**src/rtl/bram_reader_if.sv**
```systemverilog
// rtl/bram_reader_if.sv - output stream bundle of the BRAM burst reader
interface bram_reader_if #(
    parameter int DATA = 128
);
    logic [DATA-1:0] m_data;
    logic            m_valid;
    logic            m_ready;
    logic            m_last;

    modport master (output m_data, m_valid, m_last, input m_ready);
    modport slave  (input m_data, m_valid, m_last, output m_ready);
endinterface

```
**src/rtl/bram_reader.sv**
```systemverilog
// rtl/bram_reader.sv - reads a burst of BRAM words and streams them through a 2-entry FIFO
module bram_reader #(
    parameter int DATA = 128,
    parameter int ADDR = 9
) (
    input  logic              clk,
    input  logic              rst,
    input  logic              start,
    input  logic [ADDR-1:0]   base_addr,
    input  logic [ADDR:0]     count,
    output logic              busy,
    output logic              done,
    output logic [ADDR-1:0]   bram_addr,
    input  logic [DATA-1:0]   bram_data,
    bram_reader_if.master     m
);
    localparam logic [0:0] S_IDLE = 1'b0;
    localparam logic [0:0] S_RUN  = 1'b1;

    logic [0:0]      state;
    logic [ADDR:0]   remain;
    logic            inflight;
    logic            inflight_last;
    logic [1:0]      occ;
    logic [DATA-1:0] head_data;
    logic [DATA-1:0] tail_data;
    logic            head_last;
    logic            tail_last;
    logic            pop;
    logic            push;
    logic            issue;

    assign pop  = (occ != 2'd0) && m.m_ready;
    assign push = inflight;
    // Only issue when the word it returns is guaranteed a FIFO slot.
    assign issue = (state == S_RUN) && (remain != '0) &&
                   (({1'b0, occ} + {2'b00, inflight}) <= (3'd1 + {2'b00, pop}));

    assign m.m_valid = (occ != 2'd0);
    assign m.m_data  = head_data;
    assign m.m_last  = head_last;

    always_ff @(posedge clk) begin
        if (rst) begin
            state         <= S_IDLE;
            busy          <= 1'b0;
            done          <= 1'b0;
            bram_addr     <= '0;
            remain        <= '0;
            inflight      <= 1'b0;
            inflight_last <= 1'b0;
            occ           <= 2'd0;
            head_data     <= '0;
            tail_data     <= '0;
            head_last     <= 1'b0;
            tail_last     <= 1'b0;
        end else begin
            done <= 1'b0;
            case (state)
                S_IDLE: begin
                    if (start) begin
                        if (count != '0) begin
                            state     <= S_RUN;
                            busy      <= 1'b1;
                            bram_addr <= base_addr;
                            remain    <= count;
                        end else begin
                            done <= 1'b1;
                        end
                    end
                end
                default: begin
                    if (pop && head_last) begin
                        state <= S_IDLE;
                        busy  <= 1'b0;
                        done  <= 1'b1;
                    end
                end
            endcase

            if (issue) begin
                bram_addr <= bram_addr + ADDR'(1);
                remain    <= remain - (ADDR+1)'(1);
            end
            inflight      <= issue;
            inflight_last <= issue && (remain == (ADDR+1)'(1));

            // Head register is the stream output; tail catches a word while the head stalls.
            case ({push, pop})
                2'b10: begin
                    if (occ == 2'd0) begin
                        head_data <= bram_data;
                        head_last <= inflight_last;
                    end else begin
                        tail_data <= bram_data;
                        tail_last <= inflight_last;
                    end
                    occ <= occ + 2'd1;
                end
                2'b01: begin
                    if (occ == 2'd2) begin
                        head_data <= tail_data;
                        head_last <= tail_last;
                    end
                    occ <= occ - 2'd1;
                end
                2'b11: begin
                    if (occ == 2'd1) begin
                        head_data <= bram_data;
                        head_last <= inflight_last;
                    end else begin
                        head_data <= tail_data;
                        head_last <= tail_last;
                        tail_data <= bram_data;
                        tail_last <= inflight_last;
                    end
                end
                default: ;
            endcase
        end
    end
endmodule

```
**src/flat_wrapper.sv**
```systemverilog
// flat-port wrapper written by rule: the top's interface ports become plain ports
module bram_reader_flat 
#(
    parameter int DATA = 128,
    parameter int ADDR = 9
)
  (clk, rst, start, base_addr, count, busy, done, bram_addr, bram_data, m_m_data, m_m_valid, m_m_last, m_m_ready);
  bram_reader_if #(.DATA(DATA)) m_i ();
  input  logic clk;
  input  logic rst;
  input  logic start;
  input  logic [ADDR-1:0] base_addr;
  input  logic [ADDR:0] count;
  output logic busy;
  output logic done;
  output logic [ADDR-1:0] bram_addr;
  input  logic [DATA-1:0] bram_data;
  output wire logic [$bits(m_i.m_data)-1:0] m_m_data;
  output wire logic [$bits(m_i.m_valid)-1:0] m_m_valid;
  output wire logic [$bits(m_i.m_last)-1:0] m_m_last;
  input wire logic [$bits(m_i.m_ready)-1:0] m_m_ready;
  assign m_m_data = m_i.m_data;
  assign m_m_valid = m_i.m_valid;
  assign m_m_last = m_i.m_last;
  assign m_i.m_ready = m_m_ready;
  bram_reader #(.DATA(DATA), .ADDR(ADDR)) u_core (.clk(clk), .rst(rst), .start(start), .base_addr(base_addr), .count(count), .busy(busy), .done(done), .bram_addr(bram_addr), .bram_data(bram_data), .m(m_i));
endmodule
```
**config.mk**
```make
export PLATFORM = sky130hd
export DESIGN_NAME = bram_reader_flat
export DESIGN_NICKNAME = d
export VERILOG_FILES = /design/src/rtl/bram_reader_if.sv /design/src/rtl/bram_reader.sv /design/src/flat_wrapper.sv
export SDC_FILE = /design/constraint.sdc
export NUM_CORES = 1
export LEC_CHECK = 0
export BUFFER_PORTS_ARGS = -buffer_cell sky130_fd_sc_hd__buf_4
export CAP_MARGIN = 10
export CORE_MARGIN = 3
export CORE_UTILIZATION = 35
export CTS_BUF_LIST = sky130_fd_sc_hd__clkbuf_2 sky130_fd_sc_hd__clkbuf_4 sky130_fd_sc_hd__clkbuf_8
export DETAILED_ROUTE_END_ITERATION = 6
export MAX_ROUTING_LAYER = met4
export PLACE_DENSITY = 0.6
export SYNTH_ARGS = -nofsm -noshare
export SYNTH_HDL_FRONTEND = slang
export SYNTH_SLANG_ARGS = --single-unit
```
**constraint.sdc**
```tcl
create_clock -name clk -period 5.1 [get_ports clk]
set_input_delay 0.51 -clock clk [delete_from_list [all_inputs] [get_ports clk]]
set_output_delay 0.51 -clock clk [all_outputs]
set_load 0.01 [all_outputs]
```
# [Word-level counts from Yosys, hierarchy flattened]
# Cells that the tools add are included.
[classes] reduce_logical=20 n_lt_le_gt_ge=1 n_addsub=6 n_mux=35 eq_ne=12
[op_table] cell="128-bit 2-to-1 mux" n=5
[op_table] cell="128-bit one-hot mux with 3 select lines" n=1
[op_table] cell="128-bit one-hot mux with 2 select lines" n=1
[op_table] cell="10-bit 2-to-1 mux" n=4
[op_table] cell="9-bit 2-to-1 mux" n=4
[op_table] cell="10-bit nonzero test" n=2
[op_table] cell="1-bit 2-to-1 mux" n=17
[op_table] cell="2-bit nonzero test" n=7
[op_table] cell="3-bit AND reduction" n=4
[op_table] cell="10-bit by 1-bit equality test with 1-bit output (second input constant)" n=1
[op_table] cell="10-bit by 1-bit subtractor with 10-bit output (second input constant)" n=1
[op_table] cell="9-bit by 1-bit adder with 9-bit output (second input constant)" n=1
[op_table] cell="2-bit inequality test (second input constant)" n=4
[op_table] cell="2-bit equality test (second input constant)" n=3
[op_table] cell="1-bit logical AND" n=5
[op_table] cell="2-bit by 1-bit equality test with 1-bit output (second input constant)" n=2
[op_table] cell="2-bit by 1-bit inequality test with 1-bit output (second input constant)" n=2
[op_table] cell="2-bit one-hot mux with 2 select lines" n=1
[op_table] cell="2-bit by 1-bit adder with 3-bit output" n=1
[op_table] cell="3-bit less-or-equal comparator" n=1
[op_table] cell="1-bit one-hot mux with 3 select lines" n=1
[op_table] cell="3-bit nonzero test" n=1
[op_table] cell="1-bit by 1-bit adder with 2-bit output (first input constant)" n=1
[op_table] cell="2-bit by 1-bit adder with 2-bit output (second input constant)" n=1
[op_table] cell="other kinds (3)" n=3
[word_totals] ff_bits=284 elab_cells=86

# [Depth between registers and ports, before layout]
# Gate-level depths: netlist of run 1.
[depth] ltp_word=7 ltp_mapped=12 depth_no_buf=11

# [Worst setup path after synthesis of run 1]
# OpenSTA, ideal clock, no wires.
[synth_timing] path_type="register -> register" from="register u_core.occ[1]" to="register u_core.remain[5]" stages_incl_launch_ff=11 arrival_ns=2.698 slack_ns=2.270 path_buffers=0 cell_sequence="dfxtp_1 inv_1 ha_1 inv_1 nand2_1 clkinv_1 fa_1 o31ai_2 nand2_1 o311ai_0 a21oi_1"
[synth_between] elab_chain_len=7 word_cells_on_any_way=11 cone_classes="add/sub (2); order compare (1); eq/ne (1); mux (1); reduce/logical (6)"
[synth_lines] item="start, declared" line="bram_reader.sv:24" text="logic [1:0] occ;"
[synth_lines] item="start signal, assigned" line="bram_reader.sv:98" text="occ <= occ + 2'd1;"
[synth_lines] item="start signal, assigned" line="bram_reader.sv:105" text="occ <= occ - 2'd1;"
[synth_lines] item="2-bit nonzero test *"
[synth_lines] item="via m_m_valid" line="flat_wrapper.sv:19" text="output wire logic [$bits(m_i.m_valid)-1:0] m_m_valid;"
[synth_lines] item="1-bit logical AND *" line="bram_reader.sv:33" text="assign pop = (occ != 2'd0) && m.m_ready;"
[synth_lines] item="1-bit by 1-bit adder with 2-bit output *" line="bram_reader.sv:37" text="(({1'b0, occ} + {2'b00, inflight}) <= (3'd1 + {2'b00, pop}));"
[synth_lines] item="3-bit less-or-equal comparator *" line="bram_reader.sv:37"
[synth_lines] item="1-bit logical AND *" line="bram_reader.sv:36" text="assign issue = (state == S_RUN) && (remain != '0) &&"
[synth_lines] item="2-bit inequality test (no source line) or 2-bit nonzero test (tied branches)"
[synth_lines] item="3-bit AND reduction (no source line)"
[synth_lines] item="end signal, assigned" line="bram_reader.sv:66" text="remain <= count;"
[synth_lines] item="end signal, assigned" line="bram_reader.sv:83" text="remain <= remain - (ADDR+1)'(1);"
[synth_lines] item="end, declared" line="bram_reader.sv:21" text="logic [ADDR:0] remain;"
# Mark *: on every way through the listed nets, which the timed path passes. The rest lies on a longest branch.
# A chain may end at the register's enable or synchronous reset.

# [Final worst setup path of run 1]
[layout_timing] from="register u_core.occ[1]" to="register u_core.remain[5]"
[layout_between] elab_chain_len=7 word_cells_on_any_way=11 cone_classes="add/sub (2); order compare (1); eq/ne (1); mux (1); reduce/logical (6)"
[layout_lines] item="2-bit nonzero test" line="bram_reader.sv:33"
[layout_lines] item="1-bit logical AND" line="bram_reader.sv:33"
[layout_lines] item="1-bit by 1-bit adder with 2-bit output" line="bram_reader.sv:37"
[layout_lines] item="3-bit less-or-equal comparator *" line="bram_reader.sv:37"
[layout_lines] item="1-bit logical AND *" line="bram_reader.sv:36"
[layout_lines] item="2-bit inequality test (no source line) or 2-bit nonzero test (tied branches)"
[layout_lines] item="3-bit AND reduction (no source line)"
# Mark *: on every way between the ends. The rest lies on a longest branch, timed or not.

==> results.tsv, run 1 <==
metric	value	unit
final hold vios	0	
adder-cell share of the synthesized area	1.151	%
Worst Setup Slack, final	1.652	ns
type of the tightest min-delay check	in2reg	
maximum clock skew at final layout	0.01335	ns
post-route antenna net violation count	0	
Worst R2R Path Depth	10	
Compound-Gate Fraction of Synth Area	17.74	%
number of storage elements in the synthesis netlist	284	
transition time at the pin with the least slew margin	0.9242	ns
area growth from synthesis to layout	30.00	%
CTS H-tree lvls	2	
kind of start point of the critical path	register	
critical-path maximum fanout	10	
Clk Latency, worst-skew pair	0.56	ns
remaining routing DRC violations	0	
Setup Viol. Count Final	0	
static power due to leakage	6.396	nW
per-cell via count in the routed design	4.942	
synthesized area per cell	8.641	um^2
count of warnings emitted by yosys	0	
clock root buffer	sky130_fd_sc_hd__clkbuf_8	
CP required	5.50	ns
drt first-iter violations	584	
Top delay family on crit path	compound AO/OA/AOI/OAI gates	
number of antenna violations at the first check in global routing	2	
number of input and output port buffers inserted	291	
Initial Utilization	36.04	%
predominant post-synthesis flop cell	sky130_fd_sc_hd__dfxtp_1	
sequential share of the synthesized area	49.36	%
clock sink count	284	
post-synth net total	1494	
Max Clock Freq	290.1	MHz
proportion of layout cells with a drive suffix above 1	24.60	%
total number of vias	10120	
cell count after synthesis	1333	
total count of max-transition violations in the final report	0	
outcome	complete, no violations	
area of the core	0.03196	mm^2
first-pass iteration count of the detailed router	4	
# IOs	292	
largest net degree at the start of global routing	171	
clock tree from TritonCTS	built	
utilization of the core after routing	46.85	%
die boundary height	187.4	um
unrepaired setup endpoints after global routing	no	
proportion of register bits with asynchronous set or reset after synthesis	0	%
horizontal extent of the die	187.4	um
setup bufs post-CTS	0	
Netlist Area Pre-Place	0.01152	mm^2
placement row count	65	
count of buffer and inverter cells on the critical path	3	
largest family of logic cells by synthesized area	compound AO/OA/AOI/OAI gates	
count of cell instances traversed by the critical path	10	
global-route wire length before repair	51330	um
peak supply drop	0.0003103	V
chain of cells forming the critical path	inv_1, ha_1, inv_1, nand2_1, clkinv_1, fa_1, o31ai_2, nand2_1, o311ai_0, a21oi_1	
Total Wirelength	31750	um
GRT Residual Overflow	0	
number of enable-type register cells in the synthesized netlist	0	
fraction of synthesized cell area in xor and xnor cells	0.1521	%
hpwl dp	19820	um
worst setup slack after placement	1.681	ns
setup TNS	0	ns
tightest slew margin relative to the limit	37.82	%
maximum clock path buffer count	3	
number of global-route vias before repair	9843	
weighted congestion reported at the end of routability-driven placement	0.7958	
biggest cell delay along the critical path	0.68	ns
WS Path Type	reg2reg	
Slowest-stage cell, CP	sky130_fd_sc_hd__o31ai_2	
global-route total usage across every layer	17.94	%
clock-pin slew reported for the worst setup and hold paths after clock tree synthesis	0.06	ns
Worst EP arrival	3.85	ns
Min-Delay Path Depth	3	
mux share of post-synthesis cell area	11.31	%
type of destination of the critical path	register	
Tcrit/Tclk final	67.60	%
minimum clock period after layout	3.448	ns
PostCTS Resize Cnt	0	
Distinct cells, synth	50	
Die Outline Area	0.03512	mm^2
synthesized-area fraction occupied by and/or/nand/nor cells	16.04	%
post-route non-filler standard cell count	2047	
per-cell routed wire length	15.51	um
CTS buffer count	49	
cell area power density	542.3	mW/mm^2
dpl cells	1961	
total of hold buffers inserted after clock tree synthesis	0	
number of nets in the final layout	1738	
number of violations of the max-capacitance limit	0	
-- power by group --
group	switching (mW)	total, mW	internal (mW)
clock network	0.925	2.11	1.18
logic	1.57	2.88	1.31
registers	0.352	3.13	2.78
total	2.85	8.12	5.27
-- state kept, by name, summed over array words and instances (netlist names), 2 cells and up --
signal            cells
u_core.remain        10
u_core.occ            2
u_core.tail_data    128
u_core.m.m_data     128
u_core.bram_addr      9
-- area by class of cell --
class / instances / area, um^2
inverters: 14 / 52.55
flip-flops and latches: 284 / 5685
clock buffers: 75 / 950.9
multi-input cells: 928 / 5383
repair buffers: 300 / 2297
fillers: 3141 / 16990
clock inverters: 9 / 56.30
well taps: 435 / 544.3
diodes: 2 / 5.005
-- worst paths after layout --
check / from / end / slack, ns
setup / recovery: u_core.occ[1] / u_core.remain[5] / 1.65
hold / removal: bram_data[23] / u_core.tail_data[23] / 0.20
setup reg to reg: u_core.occ[1] / u_core.remain[5] / 1.65
hold reg to reg: u_core.tail_data[113] / u_core.tail_data[113] / 0.45
-- per-layer routing --
layer  routed length [um]  global-route usage, %  share of wire [%]  vias up
met2                14490                  28.28                 46      276
met4                  642                  4.993                2.0        0
li1                     -                      -                  -     5124
met1                14190                  22.23                 45     4667
met5                    0                      -                  0        -
met3                 2425                  5.697                7.6       49
-- cells by family (layout without fill, tap and decap cells) --
logic type / count (synthesis) / count (layout)
AND/OR/NAND/NOR: 466 / 466
AO/OA/AOI/OAI: 320 / 320
flip-flops: 284 / 284
multiplexers: 130 / 130
buffers and inverters: 121 / 398
adder cells (fa/ha/maj): 10 / 10
XOR/XNOR: 2 / 2
other: 0 / 2
-- cells in the mapped netlist, types with 2 or more instances --
| library cell | number | area share, % |
|---|---|---|
| sky130_fd_sc_hd__a211oi_1 | 131 | 8.5 |
| sky130_fd_sc_hd__a21oi_1 | 149 | 6.5 |
| sky130_fd_sc_hd__a221oi_1 | 2 | 0.15 |
| sky130_fd_sc_hd__a22oi_1 | 7 | 0.46 |
| sky130_fd_sc_hd__a2bb2oi_1 | 2 | 0.15 |
| sky130_fd_sc_hd__a31oi_1 | 4 | 0.22 |
| sky130_fd_sc_hd__a32oi_1 | 4 | 0.30 |
| sky130_fd_sc_hd__and3_1 | 3 | 0.16 |
| sky130_fd_sc_hd__buf_2 | 13 | 0.56 |
| sky130_fd_sc_hd__buf_4 | 3 | 0.20 |
| sky130_fd_sc_hd__clkbuf_1 | 90 | 2.9 |
| sky130_fd_sc_hd__dfxtp_1 | 284 | 49 |
| sky130_fd_sc_hd__ha_1 | 9 | 0.98 |
| sky130_fd_sc_hd__inv_1 | 13 | 0.42 |
| sky130_fd_sc_hd__mux2i_1 | 129 | 11 |
| sky130_fd_sc_hd__nand2_1 | 280 | 9.1 |
| sky130_fd_sc_hd__nand2b_1 | 7 | 0.38 |
| sky130_fd_sc_hd__nand3_1 | 8 | 0.35 |
| sky130_fd_sc_hd__nand4_1 | 2 | 0.11 |
| sky130_fd_sc_hd__nor2_1 | 150 | 4.9 |
| sky130_fd_sc_hd__nor3_1 | 2 | 0.087 |
| sky130_fd_sc_hd__nor3b_1 | 2 | 0.13 |
| sky130_fd_sc_hd__nor4_1 | 4 | 0.22 |
| sky130_fd_sc_hd__o21ai_0 | 2 | 0.087 |
| sky130_fd_sc_hd__o22ai_1 | 7 | 0.38 |
| sky130_fd_sc_hd__o311ai_0 | 2 | 0.15 |
-- metrics by stage --
step                hold slack [ns]  total power [mW]  instance area (um^2)
global placement             0.4405             6.048                 13960
global route                 0.1623             8.700                 14970
CTS                          0.1517             8.237                 14970
floorplan                    0.4315             4.868                 11520
finish                       0.2033             8.121                 14970
detailed placement           0.4458             6.088                 13960
-- worst min-delay path: stages --
cell,delay (ns)
sky130_fd_sc_hd__buf_4,0.11
sky130_fd_sc_hd__nand2_1,0.04
sky130_fd_sc_hd__a21oi_1,0.05
-- placed cells by master (no fill, tap or decap), drive strengths merged, types with 2 or more instances in the layout --
master	netlist	layout
buf	17	300
dfxtp	284	284
nand2	280	280
a21oi	150	150
nor2	150	150
a211oi	131	131
mux2i	129	129
clkbuf	90	75
inv	13	14
ha	9	9
nand3	8	8
nand2b	7	7
o22ai	7	7
a22oi	7	7
clkinv	1	7
nor4	4	4
a31oi	4	4
a32oi	4	4
and3	3	3
diode	0	2
o311ai	2	2
o21ai	2	2
nor3b	2	2
a221oi	2	2
nor3	2	2
nand4	2	2
a2bb2oi	2	2
clkinvlp	0	2
or3	2	2
(Power assumes the default switching activity.)
==> run 2: changes to the inputs <==
Settings changed: PLACE_DENSITY 0.6 to 0.62.
Clock period 5.1 ns to 2.9 ns, I/O delays scaled along.
==> run 2 against run 1 <==
Effect of this change: critical endpoint is now u_core.bram_addr[4]; sequential power up 75%; fmax up 26%; cell count up 7.2%; setup slack worse by 1.5 ns; first-iteration DRC count down 1.0%; non-clock buffer count up 153; power up 81%; largest cell class unchanged; clock power up 78%; sequential share of layout area down 3.6 points; final area up 11%; register-to-register slack worse by 1.5 ns.
==> results.tsv, run 2 (synthesis results as in run 1) <==
metric	value	unit
global-route wire length before repair	54230	um
total count of max-transition violations in the final report	0	
power share of the combinational group	37.2	%
Max Clock Freq	365.4	MHz
final hold vios	0	
Initial Utilization	36.04	%
area growth from synthesis to layout	43.80	%
GRT Residual Overflow	0	
Sw Share	34.62	%
clock-pin slew reported for the worst setup and hold paths after clock tree synthesis	0.06	ns
static power due to leakage	7.067	nW
Total Wirelength	33110	um
minimum clock period after layout	2.737	ns
largest net degree at the start of global routing	105	
maximum clock path buffer count	3	
die boundary height	187.4	um
total number of vias	10760	
post-route antenna net violation count	0	
per-cell via count in the routed design	4.903	
number of global-route vias before repair	10580	
hold path startpoint	base_addr[0]	
tightest slew margin relative to the limit	28.25	%
clock tree from TritonCTS	built	
Tcrit/Tclk final	94.37	%
clock group share of total power	25.5	%
# IOs	292	
critical-path maximum fanout	22	
Setup Viol. Count Final	0	
global-route total usage across every layer	18.76	%
transition time at the pin with the least slew margin	1.066	ns
remaining routing DRC violations	0	
kind of start point of the critical path	register	
CTS buffer count	50	
hpwl dp	20880	um
number of nets in the final layout	1892	
number of input and output port buffers inserted	291	
CP required	3.31	ns
Min-Delay Path Depth	3	
number of fill cells in the layout	2952	
Worst EP arrival	3.15	ns
proportion of layout cells with a drive suffix above 1	23.32	%
placement row count	65	
setup TNS	0	ns
Hold Path End	u_core.bram_addr[0]	
setup bufs post-CTS	0	
drt first-iter violations	578	
type of the tightest min-delay check	in2reg	
critical register-to-register path endpoint	u_core.bram_addr[4]	
cell-internal power	9.616	mW
per-cell routed wire length	15.09	um
CTS H-tree lvls	2	
maximum clock skew at final layout	0.02745	ns
type of destination of the critical path	register	
most frequent standard cell in the layout excluding fill and tap cells	sky130_fd_sc_hd__buf_4	
number of antenna violations at the first check in global routing	1	
clock root buffer	sky130_fd_sc_hd__clkbuf_8	
utilization of the core after routing	51.82	%
first-pass iteration count of the detailed router	5	
cell area power density	888.0	mW/mm^2
net switching power of the design	5.092	mW
part of the power in registers	37.3	%
FF-to-FF Start	u_core.occ[1]	
register-to-register path setup slack	0.16	ns
peak supply drop	0.0004903	V
horizontal extent of the die	187.4	um
Worst R2R Path Depth	11	
Die Outline Area	0.03512	mm^2
outcome	complete, no violations	
Clk Latency, worst-skew pair	0.56	ns
clock sink count	284	
area of the core	0.03196	mm^2
number of violations of the max-capacitance limit	0	
weighted congestion reported at the end of routability-driven placement	0.8248	
most used cells in the layout excluding fill and tap cells	sky130_fd_sc_hd__buf_4 (305), sky130_fd_sc_hd__dfxtp_1 (284), sky130_fd_sc_hd__nand2_1 (279)	
WS Path Type	reg2reg	
[run 2: cell count changes in the layout (fill, tap and decap cells not counted), moves of 2 or more]
| cell | delta |
|---|---|
| sky130_fd_sc_hd__dlygate4sd3_1 | +136 |
| sky130_fd_sc_hd__buf_4 | +9 |
| sky130_fd_sc_hd__buf_12 | +7 |
| sky130_fd_sc_hd__clkinv_2 | -5 |
| sky130_fd_sc_hd__clkbuf_8 | -4 |
| sky130_fd_sc_hd__bufinv_16 | +2 |
| sky130_fd_sc_hd__clkbuf_4 | +2 |
[run 2: power by group through the flow]
stage / Clock (mW) / Sequential [mW] / Combinational (mW)
global placement: 0 / 5.53 / 5.26
floorplan: 0 / 5.80 / 2.76
detailed placement: 0 / 5.55 / 5.33
CTS: 3.87 / 5.48 / 5.49
global route: 4.05 / 5.61 / 6.05
finish: 3.75 / 5.48 / 5.47
[run 2: critical path: stages (launching register included)]
cell and delay (ns):
sky130_fd_sc_hd__dfxtp_1 0.33, sky130_fd_sc_hd__inv_1 0.15, sky130_fd_sc_hd__ha_1 0.21, sky130_fd_sc_hd__inv_1 0.06, sky130_fd_sc_hd__nand2_1 0.11, sky130_fd_sc_hd__clkinv_1 0.13
sky130_fd_sc_hd__fa_2 0.50, sky130_fd_sc_hd__o311ai_2 0.34, sky130_fd_sc_hd__o31ai_4 0.17, sky130_fd_sc_hd__and2_4 0.25, sky130_fd_sc_hd__a32oi_1 0.22, sky130_fd_sc_hd__o22ai_1 0.10
[run 2: worst max-delay path by stage]
stage,startpoint,end,slack [ns],cells past startpoint
after floorplan,u_core.occ[1],u_core.remain[5],0.07,10
after global placement,u_core.occ[1],u_core.remain[3],0.19,10
after detailed placement,u_core.occ[1],u_core.remain[9],0.13,10
after CTS,u_core.occ[1],u_core.remain[9],0.09,10
after global routing,u_core.occ[1],u_core.remain[0],-0.002,12
final,u_core.occ[1],u_core.bram_addr[4],0.16,11
[run 2: per-layer routing]
layer	wire, um	GRT usage (%)
met2	15710	30.41
met1	14480	23.30
met3	2248	4.610
met5	0	-
met4	662	5.455
[run 2: what timing repair did]
| action | CTS | global route |
|---|---|---|
| gates resized for setup | 0 | 5 |
| endpoints found under the hold margin | 136 | 0 |
| endpoints found under the setup margin | 0 | 17 |
| hold buffers | 136 | 0 |
[run 2: metrics by stage]
| stage | instances | setup slack (ns) | total power, mW | cell area, um^2 | hold slack [ns] |
|---|---|---|---|---|---|
| finish | 2194 | 0.1632 | 14.71 | 16560 | 0.04311 |
| global route | 2194 | -0.001892 | 15.70 | 16560 | 0.02257 |
| CTS | 2193 | 0.09378 | 14.84 | 16540 | 0.00006806 |
| detailed placement | 1978 | 0.1273 | 10.89 | 14180 | 0.4456 |
| global placement | 1978 | 0.1935 | 10.79 | 14180 | 0.4405 |
| floorplan | 1333 | 0.06967 | 8.561 | 11520 | 0.4260 |
[run 2: cell type report]
class                           count  area [um^2]  area share [%]
Sequential cell                   284         5685           34.33
Multi-Input combinational cell    928         5401           32.61
Timing Repair Buffer              453         3877           23.41
Clock buffer                       73        910.9           5.499
Tap cell                          435        544.3           3.286
Clock inverter                      6        88.84          0.5363
Inverter                           14        52.55          0.3173
Antenna cell                        1        2.502         0.01511
